$ cat src/rtl/mem_arbiter_if.sv
// Requester-side bus of mem_arbiter: both request ports, their grants and
// their read responses. The requesters drive the master modport and the
// arbiter takes the slave modport.
interface mem_arbiter_if #(
  parameter int ADDR_W = 12,
  parameter int DATA_W = 8
);
  logic              req0;
  logic              req1;
  logic              we0;
  logic              we1;
  logic [ADDR_W-1:0] addr0;
  logic [ADDR_W-1:0] addr1;
  logic [DATA_W-1:0] wdata0;
  logic [DATA_W-1:0] wdata1;
  logic              gnt0;
  logic              gnt1;
  logic              rvalid0;
  logic              rvalid1;
  logic [DATA_W-1:0] rdata0;
  logic [DATA_W-1:0] rdata1;

  modport master (
    output req0, req1, we0, we1, addr0, addr1, wdata0, wdata1,
    input  gnt0, gnt1, rvalid0, rvalid1, rdata0, rdata1
  );

  modport slave (
    input  req0, req1, we0, we1, addr0, addr1, wdata0, wdata1,
    output gnt0, gnt1, rvalid0, rvalid1, rdata0, rdata1
  );
endinterface

$ cat src/rtl/mem_arbiter.sv
// Two-port round-robin arbiter/sequencer in front of a single-port byte
// memory. Port 0 is instruction fetch, port 1 is load/store. One transaction
// at a time: grant in IDLE, one ISSUE cycle, then READ_LAT WAIT cycles for
// reads before the data is returned with a one-cycle rvalid pulse.
module mem_arbiter #(
  parameter int ADDR_W   = 12,
  parameter int DATA_W   = 8,
  parameter int READ_LAT = 1
) (
  input  logic              clk,
  input  logic              rst_n,
  mem_arbiter_if.slave      bus,
  output logic              busy,
  output logic              mem_we,
  output logic [ADDR_W-1:0] mem_addr,
  output logic [DATA_W-1:0] mem_in,
  input  logic [DATA_W-1:0] mem_out
);

  localparam logic [1:0] S_IDLE  = 2'd0;
  localparam logic [1:0] S_ISSUE = 2'd1;
  localparam logic [1:0] S_WAIT  = 2'd2;

  // WAIT counter preload; READ_LAT=0 never enters WAIT so the value is unused.
  localparam logic [2:0] LAT_M1 = (READ_LAT > 0) ? 3'(READ_LAT - 1) : 3'd0;

  logic [1:0]        state;
  logic              last_gnt;
  logic              id;
  logic              we_l;
  logic [2:0]        cnt;
  logic              gnt0;
  logic              gnt1;
  logic              capture;
  logic              rvalid0_r;
  logic              rvalid1_r;
  logic [DATA_W-1:0] rdata0_r;
  logic [DATA_W-1:0] rdata1_r;

  // Grant only in IDLE; on a tie the port that did not win last time goes.
  always_comb begin
    gnt0 = 1'b0;
    gnt1 = 1'b0;
    if (state == S_IDLE) begin
      if (bus.req0 && (!bus.req1 || last_gnt)) gnt0 = 1'b1;
      else if (bus.req1)                       gnt1 = 1'b1;
    end
  end

  // Read data is taken from the memory at the end of the last latency cycle.
  always_comb begin
    capture = 1'b0;
    if (state == S_ISSUE && !we_l && READ_LAT == 0) capture = 1'b1;
    if (state == S_WAIT && cnt == 3'd0)             capture = 1'b1;
  end

  // Sequencer: latches the granted request straight into the memory pin
  // registers so they present it during ISSUE and hold it afterwards.
  always_ff @(posedge clk or negedge rst_n) begin
    if (!rst_n) begin
      state    <= S_IDLE;
      last_gnt <= 1'b1;
      id       <= 1'b0;
      we_l     <= 1'b0;
      cnt      <= '0;
      mem_we   <= 1'b0;
      mem_addr <= '0;
      mem_in   <= '0;
    end else begin
      case (state)
        S_IDLE: begin
          if (gnt0 || gnt1) begin
            id       <= gnt1;
            last_gnt <= gnt1;
            we_l     <= gnt1 ? bus.we1    : bus.we0;
            mem_we   <= gnt1 ? bus.we1    : bus.we0;
            mem_addr <= gnt1 ? bus.addr1  : bus.addr0;
            mem_in   <= gnt1 ? bus.wdata1 : bus.wdata0;
            state    <= S_ISSUE;
          end
        end
        S_ISSUE: begin
          mem_we <= 1'b0;
          if (we_l || READ_LAT == 0) begin
            state <= S_IDLE;
          end else begin
            cnt   <= LAT_M1;
            state <= S_WAIT;
          end
        end
        S_WAIT: begin
          if (cnt == 3'd0) state <= S_IDLE;
          else             cnt   <= cnt - 3'd1;
        end
        default: state <= S_IDLE;
      endcase
    end
  end

  // Read response registers: one-cycle valid pulse, data held until the next
  // read completes on the same port.
  always_ff @(posedge clk or negedge rst_n) begin
    if (!rst_n) begin
      rvalid0_r <= 1'b0;
      rvalid1_r <= 1'b0;
      rdata0_r  <= '0;
      rdata1_r  <= '0;
    end else begin
      rvalid0_r <= capture && !id;
      rvalid1_r <= capture && id;
      if (capture && !id) rdata0_r <= mem_out;
      if (capture && id)  rdata1_r <= mem_out;
    end
  end

  assign bus.gnt0    = gnt0;
  assign bus.gnt1    = gnt1;
  assign bus.rvalid0 = rvalid0_r;
  assign bus.rvalid1 = rvalid1_r;
  assign bus.rdata0  = rdata0_r;
  assign bus.rdata1  = rdata1_r;
  assign busy        = (state != S_IDLE);

endmodule

$ cat src/flat_wrapper.sv
// flat-port wrapper written by rule: the top's interface ports become plain ports
module mem_arbiter_flat 
#(
  parameter int ADDR_W   = 12,
  parameter int DATA_W   = 8,
  parameter int READ_LAT = 1
)
  (clk, rst_n, busy, mem_we, mem_addr, mem_in, mem_out, bus_req0, bus_req1, bus_we0, bus_we1, bus_addr0, bus_addr1, bus_wdata0, bus_wdata1, bus_gnt0, bus_gnt1, bus_rvalid0, bus_rvalid1, bus_rdata0, bus_rdata1);
  mem_arbiter_if #(.ADDR_W(ADDR_W), .DATA_W(DATA_W)) bus_i ();
  input  logic clk;
  input  logic rst_n;
  output logic busy;
  output logic mem_we;
  output logic [ADDR_W-1:0] mem_addr;
  output logic [DATA_W-1:0] mem_in;
  input  logic [DATA_W-1:0] mem_out;
  input wire logic [$bits(bus_i.req0)-1:0] bus_req0;
  input wire logic [$bits(bus_i.req1)-1:0] bus_req1;
  input wire logic [$bits(bus_i.we0)-1:0] bus_we0;
  input wire logic [$bits(bus_i.we1)-1:0] bus_we1;
  input wire logic [$bits(bus_i.addr0)-1:0] bus_addr0;
  input wire logic [$bits(bus_i.addr1)-1:0] bus_addr1;
  input wire logic [$bits(bus_i.wdata0)-1:0] bus_wdata0;
  input wire logic [$bits(bus_i.wdata1)-1:0] bus_wdata1;
  output wire logic [$bits(bus_i.gnt0)-1:0] bus_gnt0;
  output wire logic [$bits(bus_i.gnt1)-1:0] bus_gnt1;
  output wire logic [$bits(bus_i.rvalid0)-1:0] bus_rvalid0;
  output wire logic [$bits(bus_i.rvalid1)-1:0] bus_rvalid1;
  output wire logic [$bits(bus_i.rdata0)-1:0] bus_rdata0;
  output wire logic [$bits(bus_i.rdata1)-1:0] bus_rdata1;
  assign bus_i.req0 = bus_req0;
  assign bus_i.req1 = bus_req1;
  assign bus_i.we0 = bus_we0;
  assign bus_i.we1 = bus_we1;
  assign bus_i.addr0 = bus_addr0;
  assign bus_i.addr1 = bus_addr1;
  assign bus_i.wdata0 = bus_wdata0;
  assign bus_i.wdata1 = bus_wdata1;
  assign bus_gnt0 = bus_i.gnt0;
  assign bus_gnt1 = bus_i.gnt1;
  assign bus_rvalid0 = bus_i.rvalid0;
  assign bus_rvalid1 = bus_i.rvalid1;
  assign bus_rdata0 = bus_i.rdata0;
  assign bus_rdata1 = bus_i.rdata1;
  mem_arbiter #(.ADDR_W(ADDR_W), .DATA_W(DATA_W), .READ_LAT(READ_LAT)) u_core (.clk(clk), .rst_n(rst_n), .bus(bus_i), .busy(busy), .mem_we(mem_we), .mem_addr(mem_addr), .mem_in(mem_in), .mem_out(mem_out));
endmodule
$ cat config.mk
export PLATFORM = sky130hd
export DESIGN_NAME = mem_arbiter_flat
export DESIGN_NICKNAME = d
export VERILOG_FILES = /design/src/rtl/mem_arbiter_if.sv /design/src/rtl/mem_arbiter.sv /design/src/flat_wrapper.sv
export SDC_FILE = /design/constraint.sdc
export NUM_CORES = 1
export LEC_CHECK = 0
export ABC_AREA = 1
export CAP_MARGIN = 20
export CORE_ASPECT_RATIO = 0.9
export CORE_MARGIN = 4
export CORE_UTILIZATION = 45
export DETAILED_ROUTE_END_ITERATION = 8
export PLACE_DENSITY = 0.85
export SYNTH_ARGS = -nofsm -noshare
export SYNTH_HDL_FRONTEND = slang
export SYNTH_SLANG_ARGS = --single-unit
export TNS_END_PERCENT = 1
$ cat constraint.sdc
create_clock -name clk -period 2.5 [get_ports clk]
set_input_delay 0.75 -clock clk [delete_from_list [all_inputs] [get_ports clk]]
set_output_delay 0.75 -clock clk [all_outputs]
set_load 0.05 [all_outputs]
==> results of run 1 <==
==> repair_timing <==
action | CTS | global route
endpoints found under the setup margin | 0 | 1
hold endpoints to repair | 0 | 0
resized for setup | 0 | 1
==> sequential cells by signal (all words and copies together), names as in the netlist <==
name                flops
u_core.cnt              3
u_core.bus.rvalid1      1
u_core.last_gnt         1
u_core.bus.rdata1       8
u_core.mem_addr        12
u_core.bus.rdata0       8
u_core.we_l             1
u_core.bus.rvalid0      1
u_core.id               1
u_core.state            2
u_core.mem_in           8
u_core.mem_we           1
==> cell families after synthesis <==
family,count (synthesis)
and+or+nand+nor,163
buffers and inverters,39
AOI/OAI and AO/OA,25
adders and majority gates,5
DFF,47
==> final cells by class <==
class                   count  area, µm²
well taps                  62       77.6
inverters                  29        110
fillers                   366       1280
clock inverters             3       23.8
multi-input cells         193        830
repair buffers            101       1010
flip-flops and latches     47       1180
clock buffers               5       68.8
==> cell usage in the layout, fill, tap and decap left out <==
master	synthesis	final
nand2_1	151	151
clkdlybuf4s50_1	0	90
dfrtp_1	46	46
inv_1	24	24
o21ai_0	23	23
buf_4	2	7
ha_1	5	5
clkbuf_8	0	5
inv_2	4	4
nand3_1	4	4
nor2_1	3	3
nand2_2	2	2
nand2_4	2	2
o22ai_1	2	2
clkinvlp_4	0	2
buf_12	0	2
clkinv_2	1	1
nand4_1	1	1
inv_6	0	1
dlymetal6s2s_1	0	1
buf_2	4	1
dfstp_2	1	1
==> worst max-delay path, delay by kind of cell <==
kind / cells / cell delay [ns]
buffers and inverters: 4 / 0.76
AND/OR/NAND/NOR: 2 / 0.13
==> power by group through the flow <==
stage	registers [W]	logic (W)	clock network, W
after global placement	0.00128	0.00270	0
final	0.00128	0.00271	0.000464
after floorplan	0.00231	0.000798	0
after CTS	0.00128	0.00275	0.000481
after global routing	0.00133	0.00291	0.000510
after detailed placement	0.00129	0.00274	0
==> stage by stage <==
step	cells	power (W)	setup WS [ns]
2_1_floorplan	279	0.00311	0.404
3_3_place_gp	432	0.00398	0.0608
3_5_place_dp	432	0.00403	0.0368
4_1_cts	440	0.00451	0.0358
5_1_grt	440	0.00475	0.0759
6_report	440	0.00446	0.106
==> worst max path at each step <==
stage             start       end  slack (ns)  depth (start not counted)
2_1_floorplan  bus_req1  bus_gnt0        0.40                          5
3_3_place_gp   bus_req1  bus_gnt0        0.06                          7
3_5_place_dp   bus_req1  bus_gnt0        0.04                          7
4_1_cts        bus_req1  bus_gnt0        0.04                          7
5_1_grt        bus_req0  bus_gnt0        0.08                          6
6_report       bus_req0  bus_gnt0        0.11                          6
==> layer usage <==
metal,global-route usage [%],up-vias,wire length [µm]
met3,6.78,7,628
met2,32.4,74,2490
met4,5.72,0,72
met5,0,-,0
li1,-,1034,-
met1,21.1,910,2220
==> metrics.yaml, run 1 <==
logic_synthesis:
  synth.area.top_cells: "dfrtp_1 52%, nand2_1 26%, o21ai_0 5.2%"
  synth_area_um2: 2200
  synth_compound_area_share_pct: 5.81
  ys_warn_count: 0
  yosysMostFrequentCell: "nand2_1"
  ys_types: 17
  yosys.area_share.simple_pct: 29.1
  synth_top_family_by_area: "simple AND/OR/NAND/NOR gates"
  synthMuxAreaShare_pct: 0
  synthAdderAreaFrac_pct: 2.85
  avgSynthCellArea_um2: 7.87
  async_flop_share_pct: 100
  synth_top_area_share_pct: 52.4
  synth_fp_nets: 338
  yosys-top-cells-count: "151 x nand2_1, 46 x dfrtp_1, 24 x inv_1, 23 x o21ai_0, 5 x ha_1"
  ys_seq_elements: 47
  synthXorXnorAreaFrac_pct: 0
  ys_seq_area_share_pct: 53.6
  synthCells: 279
  synth_ff_type: "dfrtp_1"
  synth_top_area_cell: "dfrtp_1"
  synth-edff-count: 0
power:
  swShare_pct: 51.0
  p_int_w: 0.00219
  power_frac_seq_pct: 28.7
  p_leak_nw: 1.70
  pwr-share-comb_pct: 60.9
  vdd_ir_drop_max_uv: 827
  power_density_nw_per_um2: 1350
  power.net_switching_w: 0.00227
  power.share.clock_pct: 10.4
sta:
  fin_skew_ns: 0.0118
  max_freq_ghz: 0.418
  post-route-period-util_pct: 95.8
  worst_pin_slew_ns: 0.627
  max_slew_margin_pct: 58.2
  timing.final.max_slew_violations: 0
  min_period_ns: 2.39
  rsz0062_at_grt: "false"
  finalHoldViolations: 0
  hold_slack_ns: 0.456
  fin_setup_tns_ns: 0
  final-setup-viol-count: 0
global_route:
  grt_pass1_wl_mm: 8.67
  gr-total-overflow: 0
  grt_max_degree: 30
  antenna_found_initial: 0
  grt_pass1_vias: 1983
  grt_usage_pct: 18.5
route:
  ant_nets: 0
  viasPerCell: 4.60
  drt_wl_total_mm: 5.42
  post_drt_wl_per_cell_um: 12.3
  firstDrtPassIters: 4
  drc: 0
  drt_iter0_markers: 72
  num_vias: 2025
setup_path:
  r2r_cells: 10
  rrSetupSlack_ns: 0.69
  critPathMostFrequentCell: "nand2_2"
  arrival_ns: 1.64
  path_max_fanout: 4
  r2r-start: "u_core.state[1]"
  path_cells: "clkdlybuf4s50_1, nand2_2, inv_2, nand2_2, inv_1, buf_12"
  cp_slowest_stage_delay_ns: 0.47
  endpoint_kind: "output port"
  rr_endpoint: "u_core.we_l"
  crit_type: "in2out"
  start_kind: "input port"
  cp_slowest_cell: "clkdlybuf4s50_1"
  cp.required_ns: 1.75
flow_run:
  drv_cap: 0
floorplan:
  rows: 23
  initial_core_util_pct: 48.0
  die_area_um2: 6070
  coreArea_um2: 4580
  dieWidth_um: 81.7
  io_pins: 96
  dieHeight_um: 74.3
clock_network:
  clk_pin_slew_ns: 0.10
  cts_buffer_depth: 2
  cts_tree: "done"
  cts_buffers: 5
  clock_sinks: 47
  cts_root_buf: "clkbuf_8"
  htree_levels: 2
  holdBufCountCts: 0
  clock_latency_ns: 0.30
  postCtsSetupBuffers: 0
placed_design:
  gp_congestion: 0.787
  post_dp_cell_area_um2: 3200
  hpwl_mm: 4.18
  port_buffers: 95
hold_path:
  hp-class: "in2async"
final_layout:
  nets: 436
  fin_area_um2: 3300
  syn_to_final_growth_pct: 50.1
  diodes: 0
  drive_gt1_share_pct: 7.41
  utilization_pct: 72.1
outcome:
  status: "finished, final reports clean"
Note: power is estimated with default switching activity, not from simulation.
==> inputs of run 2 (changes only) <==
--- a/config.mk
+++ b/config.mk
@@ -5,13 +5,12 @@
 export SDC_FILE = /design/constraint.sdc
 export NUM_CORES = 1
 export LEC_CHECK = 0
-export ABC_AREA = 1
 export CAP_MARGIN = 20
 export CORE_ASPECT_RATIO = 0.9
 export CORE_MARGIN = 4
-export CORE_UTILIZATION = 45
+export CORE_UTILIZATION = 44
 export DETAILED_ROUTE_END_ITERATION = 8
-export PLACE_DENSITY = 0.85
+export PLACE_DENSITY = 0.86
 export SYNTH_ARGS = -nofsm -noshare
 export SYNTH_HDL_FRONTEND = slang
 export SYNTH_SLANG_ARGS = --single-unit
==> run 2 against run 1 <==
Global-route usage shrank 0.29 points. Fmax shrank 2.2%. Die area shrank 2.3%. Sequential power is essentially flat. Routed wire length shrank 4.7%. Sequential cell count is the same. Clock power grew 41%. Synthesized cell count shrank 29%. Critical path depth shrank 1. Core utilization grew 0.53 points. Count of clock-buffer cells in the layout is the same. First-iteration DRC count grew 17%. Critical path type unchanged.
==> metrics.yaml, run 2 <==
outcome:
  status: "finished, final reports clean"
logic_synthesis:
  synthAdderAreaFrac_pct: 2.99  # +0.14 points
  synth.area.top_cells: "dfrtp_1 55%, mux2i_1 10%, nand2_1 9.5%"
  ys_types: 26  # +9
  synthXorXnorAreaFrac_pct: 0  # unchanged
  synth_compound_area_share_pct: 9.26  # +3.5 points
  synth_ff_type: "dfrtp_1"
  async_flop_share_pct: 100  # unchanged
  yosys-top-cells-count: "53 x nand2_1, 46 x dfrtp_1, 26 x o21ai_0, 21 x mux2i_1, 10 x inv_1"
  ys_warn_count: 0  # unchanged
  avgSynthCellArea_um2: 10.6  # +35%
  synth_fp_nets: 256  # -24%
  synth_top_area_share_pct: 55.0  # +2.6 points
  yosysMostFrequentCell: "nand2_1"
  synth_top_area_cell: "dfrtp_1"
  ys_seq_elements: 47  # unchanged
  synth-edff-count: 0  # unchanged
  ys_seq_area_share_pct: 56.2  # +2.6 points
  synth_area_um2: 2090  # -4.7%
  synthMuxAreaShare_pct: 14.3  # +14 points
  synth_top_family_by_area: "multiplexers"
  synthCells: 197  # -29%
  yosys.area_share.simple_pct: 12.0  # -17 points
sta:
  timing.final.max_slew_violations: 0  # unchanged
  max_slew_margin_pct: 62.1  # +3.8 points
  fin_setup_tns_ns: 0  # unchanged
  post-route-period-util_pct: 97.9  # +2.2 points
  finalHoldViolations: 0  # unchanged
  max_freq_ghz: 0.408  # -2.2%
  fin_skew_ns: 0.00937  # -0.00247 ns
  rsz0062_at_grt: "false"
  worst_pin_slew_ns: 0.569  # -0.0577 ns
  hold_slack_ns: 0.481  # +0.0246 ns
  final-setup-viol-count: 0  # unchanged
  min_period_ns: 2.45  # +0.0542 ns
clock_network:
  clock_latency_ns: 0.30  # about the same
  cts_tree: "done"
  clock_sinks: 47  # unchanged
  clk_pin_slew_ns: 0.09  # about the same
  htree_levels: 2  # unchanged
  cts_buffers: 5  # unchanged
  cts_buffer_depth: 2  # unchanged
  cts_root_buf: "clkbuf_8"
setup_path:
  start_kind: "input port"
  path_max_fanout: 3  # -1
  crit_start: "bus_req0"
  cp_slowest_cell: "clkdlybuf4s50_1"
  critPathTopFamily: "buffers and inverters"
  r2r-start: "u_core.cnt[0]"
  cp_slowest_stage_delay_ns: 0.50  # +0.03 ns
  cp.required_ns: 1.75  # about the same
  crit_type: "in2out"
  crit_cells: 5  # -1
  path_cells: "clkdlybuf4s50_1, nand2_1, a21oi_1, buf_4, buf_12"
  arrival_ns: 1.70  # +0.06 ns
  endpoint_kind: "output port"
  r2r_cells: 8  # -2
  path_buf_inv: 3  # -1
final_layout:
  layout_common_cells: "91 x clkdlybuf4s50_1, 53 x nand2_1, 46 x dfrtp_1, 26 x o21ai_0, 21 x mux2i_1"
  utilization_pct: 72.6  # +0.53 points
  regMostFlops: "u_core.mem_addr"
  mostFrequentLayoutCell: "clkdlybuf4s50_1"
  largest_reg_flops: 12  # unchanged
  drive_gt1_share_pct: 11.3  # +3.9 points
  syn_to_final_growth_pct: 56.6
  diodes: 0  # unchanged
  nets: 358  # -18%
route:
  drt_wl_total_mm: 5.16  # -4.7%
  post_drt_wl_per_cell_um: 14.3  # +16%
  ant_nets: 0  # unchanged
  firstDrtPassIters: 4  # unchanged
  num_vias: 1726  # -15%
  drt_iter0_markers: 84  # +17%
  viasPerCell: 4.77  # +3.6%
  drc: 0  # unchanged
global_route:
  antenna_found_initial: 0  # unchanged
  grt_pass1_vias: 1749  # -12%
  grt_max_degree: 48  # +60%
  grt_usage_pct: 18.2  # -0.29 points
  grt_pass1_wl_mm: 8.07  # -6.8%
  gr-total-overflow: 0  # unchanged
hold_path:
  whs_path_depth: 2
  holdCritStartpoint: "u_core.bus.rdata0[5]"
  hp-class: "reg2reg"
floorplan:
  coreArea_um2: 4520  # -1.3%
  rows: 23  # unchanged
  dieWidth_um: 80.7  # -1.1%
  dieHeight_um: 73.5  # -1.1%
  die_area_um2: 5930  # -2.3%
  initial_core_util_pct: 46.4  # -1.7 points
  io_pins: 96  # unchanged
placed_design:
  gp_congestion: 0.742  # -5.8%
  port_buffers: 95  # unchanged
  hpwl_mm: 3.96  # -5.2%
power:
  vdd_ir_drop_max_uv: 780  # -5.6%
  power_density_nw_per_um2: 1430  # +6.1%
  p_leak_nw: 1.55  # -8.4%
flow_run:
  drv_cap: 0  # unchanged
==> run 2: changes by cell type in the layout (fill, tap and decap cells not counted), sizes merged, moves of 2 or more <==
| cell | previous run | this run |
|---|---|---|
| buf | 10 | 12 |
| a21oi | 0 | 4 |
| bufinv | 0 | 2 |
| mux2i | 0 | 21 |
| nand2 | 155 | 53 |
| mux2 | 0 | 8 |
| o21ai | 23 | 27 |
| inv | 29 | 10 |
==> run 2: layout make-up <==
type                       count  area, µm²
sequential                    47       1180
multi-input combinational    131        811
fill                         326       1240
inverter                      11       42.5
timing repair buffer         103       1040
clock inverter                 3       67.6
tap                           62       77.6
clock buffer                   5       68.8
==> run 2: logic make-up after synthesis <==
| kind of cell | count (synthesis) |
|---|---|
| and+or+nand+nor | 61 |
| DFF | 47 |
| AOI/OAI and AO/OA | 36 |
| muxes | 29 |
| buffers and inverters | 19 |
| adders and majority gates | 5 |
==> run 2: worst min-delay path: stages (launching register included) <==
cell and delay [ns]:
dfrtp_1 0.35, nand2_1 0.05, nand2_1 0.05
==> run 2: power breakdown <==
part | switching [W] | leakage [nW] | total [W] | internal, W
logic | 0.00179 | 0.912 | 0.00277 | 0.000974
clock network | 0.000255 | 0.0644 | 0.000653 | 0.000398
registers | 0.000174 | 0.578 | 0.00128 | 0.00111
total | 0.00222 | 1.55 | 0.00471 | 0.00248
==> run 2: final timing paths <==
check	end	slack, ns
setup / recovery	bus_gnt0	0.05
hold / removal	u_core.bus.rdata0[5]	0.48
setup reg to reg	u_core.bus.rdata0[1]	0.68
hold reg to reg	u_core.bus.rdata0[5]	0.48
max in group asynchronous	u_core.last_gnt	1.59
min in group asynchronous	u_core.bus.rdata0[7]	0.51
==> run 2: repair_timing <==
action / CTS / global route
buffers inserted: 0 / 1
endpoints found under the setup margin: 0 / 1
endpoints found under the hold margin: 0 / 0
gates resized for setup: 0 / 1
hold buffers: 0 / 0
==> run 2: stage by stage <==
stage | cells | worst slack, ns | area [µm²] | power, W
after floorplan | 197 | 0.164 | 2090 | 0.00310
after global placement | 353 | 0.0550 | 3130 | 0.00401
after detailed placement | 353 | 0.0562 | 3130 | 0.00407
after CTS | 361 | 0.0427 | 3270 | 0.00474
after global routing | 362 | 0.00193 | 3280 | 0.00496
final | 362 | 0.0516 | 3280 | 0.00471
==> run 2: per-layer routing <==
metal	track usage (%)	vias up	routed length, µm
met2	31.0	63	2470
met3	6.62	8	461
li1	-	859	-
met1	21.1	796	2130
met4	6.57	0	95
met5	0	-	0
==> inputs of run 3 (changes only) <==
--- a/config.mk
+++ b/config.mk
@@ -9,9 +9,10 @@
 export CORE_ASPECT_RATIO = 0.9
 export CORE_MARGIN = 4
 export CORE_UTILIZATION = 44
+export CTS_CLUSTER_SIZE = 16
 export DETAILED_ROUTE_END_ITERATION = 8
-export PLACE_DENSITY = 0.86
+export PLACE_DENSITY = 0.84
 export SYNTH_ARGS = -nofsm -noshare
 export SYNTH_HDL_FRONTEND = slang
 export SYNTH_SLANG_ARGS = --single-unit
-export TNS_END_PERCENT = 1
+export TNS_END_PERCENT = 5
==> run 3 against run 2 <==
First-iteration DRC count is 7.1% higher. Sequential share of layout area is 0.095 points lower. Largest power group unchanged. Fmax is 0.80% higher. Worst setup slack better by 0.019 ns. Core utilization is 0.19 points higher. Register-to-register slack better by 0.06 ns.
==> metrics.yaml, run 3 (synthesis gave the netlist of run 2 again) <==
power:
  pwr-share-comb_pct: 58.7  # about the same
  power_density_nw_per_um2: 1440  # +0.33%
  power.share.clock_pct: 13.9  # about the same
  power.net_switching_w: 0.00225  # +1.1%
  power_frac_seq_pct: 27.4  # about the same
  swShare_pct: 47.5  # +0.24 points
  vdd_ir_drop_max_uv: 792  # +1.5%
  power.total_w: 0.00473  # +0.59%
  p_int_w: 0.00249  # +0.13%
  p_leak_nw: 1.56  # +0.35%
global_route:
  grt.met3_usage_pct: 4.29  # -2.3 points
  grt_usage_pct: 19.3  # +1.2 points
  grt_max_degree: 39  # -19%
  gr-total-overflow: 0  # unchanged
  antenna_found_initial: 0  # unchanged
  grt-busiest-layer: "met2"
  grtUsageMet2_pct: 33.5  # +2.5 points
  grt_pass1_vias: 1769  # +1.1%
  grt_pass1_wl_mm: 8.57  # +6.1%
  grt_use_met1_pct: 23.5  # +2.4 points
setup_path:
  start_kind: "input port"
  endpoint_kind: "output port"
  crit_start: "bus_req0"
  path_buf_inv: 2  # -1
  arrival_ns: 1.68  # -0.02 ns
  r2r-start: "u_core.cnt[0]"
  path_max_fanout: 3  # unchanged
  critPathTopFamily: "buffers and inverters"
  cp.required_ns: 1.75  # about the same
  path_cells: "clkdlybuf4s50_1, nand2_1, a21oi_2, buf_12"
  cp_slowest_cell: "clkdlybuf4s50_1"
  cp_slowest_stage_delay_ns: 0.50  # about the same
  crit_type: "in2out"
final_layout:
  nets: 359  # +0.28%
  layout_common_cells: "91 x clkdlybuf4s50_1, 53 x nand2_1, 46 x dfrtp_1, 26 x o21ai_0, 21 x mux2i_1"
  drive_gt1_share_pct: 11.6  # +0.29 points
  seqCellArea_um2: 1180  # unchanged
  fin_area_um2: 3290  # +0.27%
  multi_input_area_um2: 812  # +0.15%
  mostFrequentLayoutCell: "clkdlybuf4s50_1"
  regMostFlops: "u_core.mem_addr"
  syn_to_final_growth_pct: 57.0
  diodes: 0  # unchanged
  stdcell_count: 363  # +0.28%
  fillers: 335  # +2.8%
  largest_reg_flops: 12  # unchanged
clock_network:
  htree_levels: 2  # unchanged
  cts_buffer_depth: 2  # unchanged
  cts_resized: 1  # +1
  postCtsSetupBuffers: 0  # unchanged
  cts_buffers: 5  # unchanged
  clock_sinks: 47  # unchanged
  cts_root_buf: "clkbuf_8"
  clk_pin_slew_ns: 0.08  # about the same
  holdBufCountCts: 0  # unchanged
  cts_tree: "done"
  clock_latency_ns: 0.30  # about the same
placed_design:
  post_dp_cell_area_um2: 3150  # +0.48%
  post-place-ws_ns: -0.00784  # -0.0641 ns
  dp.cells: 355  # +0.57%
  port_buffers: 95  # unchanged
  hpwl_mm: 4.22  # +6.6%
  gp_congestion: 0.758  # +2.2%
route:
  drt_wl_total_mm: 5.50  # +6.5%
  drt_iter0_markers: 90  # +7.1%
  post_drt_wl_per_cell_um: 15.1  # +6.2%
  firstDrtPassIters: 4  # unchanged
  viasPerCell: 4.87  # +2.1%
  drc: 0  # unchanged
  num_vias: 1767  # +2.4%
  ant_nets: 0  # unchanged
sta:
  post-route-period-util_pct: 97.2  # -0.78 points
  max_slew_margin_pct: 45.4  # -17 points
  timing.final.max_slew_violations: 0  # unchanged
  fin_ws_ns: 0.0710  # +0.0194 ns
  fin_skew_ns: 0.0101  # +0.000772 ns
  finalHoldViolations: 0  # unchanged
  min_period_ns: 2.43  # -0.0194 ns
  worst_pin_slew_ns: 0.819  # +0.250 ns
  max_freq_ghz: 0.412  # +0.80%
  rsz0062_at_grt: "false"
  final-setup-viol-count: 0  # unchanged
floorplan:
  dieWidth_um: 80.7  # unchanged
  initial_core_util_pct: 46.4  # unchanged
  die_area_um2: 5930  # unchanged
  coreArea_um2: 4520  # unchanged
  rows: 23  # unchanged
  io_pins: 96  # unchanged
  dieHeight_um: 73.5  # unchanged
outcome:
  status: "finished, final reports clean"
hold_path:
  hp-class: "reg2reg"
  holdCritStartpoint: "u_core.bus.rdata0[0]"
flow_run:
  drv_cap: 0  # unchanged
[run 3: cell count changes in the layout (fill, tap and decap cells not counted)]
cell	change
a21oi_1	-1
a21oi_2	+1
buf_4	+1
ha_1	+1
ha_2	-1
[run 3: worst reg2reg max path, delay by kind of cell, from the launching register on]
family,cells,cell delay [ns]
fa+ha+maj,2,0.43
buf+inv,2,0.26
flops,1,0.37
simple gates,4,0.60
[run 3: power groups by stage]
stage                     logic [W]  registers, W  clock network, W
after CTS                   0.00281       0.00129          0.000668
final                       0.00278       0.00130          0.000656
after detailed placement    0.00279       0.00131                 0
after floorplan            0.000754       0.00235                 0
after global placement      0.00274       0.00129                 0
after global routing        0.00293       0.00134          0.000691
[run 3: final cells by class]
cell class                 count  share of cell area, %
clock buffer                   5                   2.09
inverter                      11                   1.29
sequential                    47                   35.8
multi-input combinational    131                   24.7
tap                           62                   2.36
timing repair buffer         104                   31.7
clock inverter                 3                   2.05
[run 3: per-layer routing]
layer,part of all wire (%),wire (µm),up-vias
li1,-,-,861
met1,41,2230,836
met2,50,2740,59
met3,7.3,399,11
met4,2.3,125,0
met5,0,0,-
[run 3: stage by stage]
stage	hold WS, ns	util (%)	TNS, ns
2_1_floorplan	0.448	-	0
3_3_place_gp	0.457	69.7	0
3_5_place_dp	0.462	69.7	-0.00784
4_1_cts	0.484	72.8	0
5_1_grt	0.492	72.8	0
6_report	0.481	72.8	0
[run 3: worst paths after layout]
path,depth (start not counted),endpoint,slack (ns)
worst max-delay path,4,bus_gnt0,0.07
worst min-delay path,2,u_core.bus.rdata0[0],0.48
worst max register to register,8,u_core.bus.rdata0[2],0.74
worst min register to register,2,u_core.bus.rdata0[0],0.48
max in group asynchronous,2,u_core.mem_addr[5],1.34
min in group asynchronous,1,u_core.bus.rdata1[1],0.53
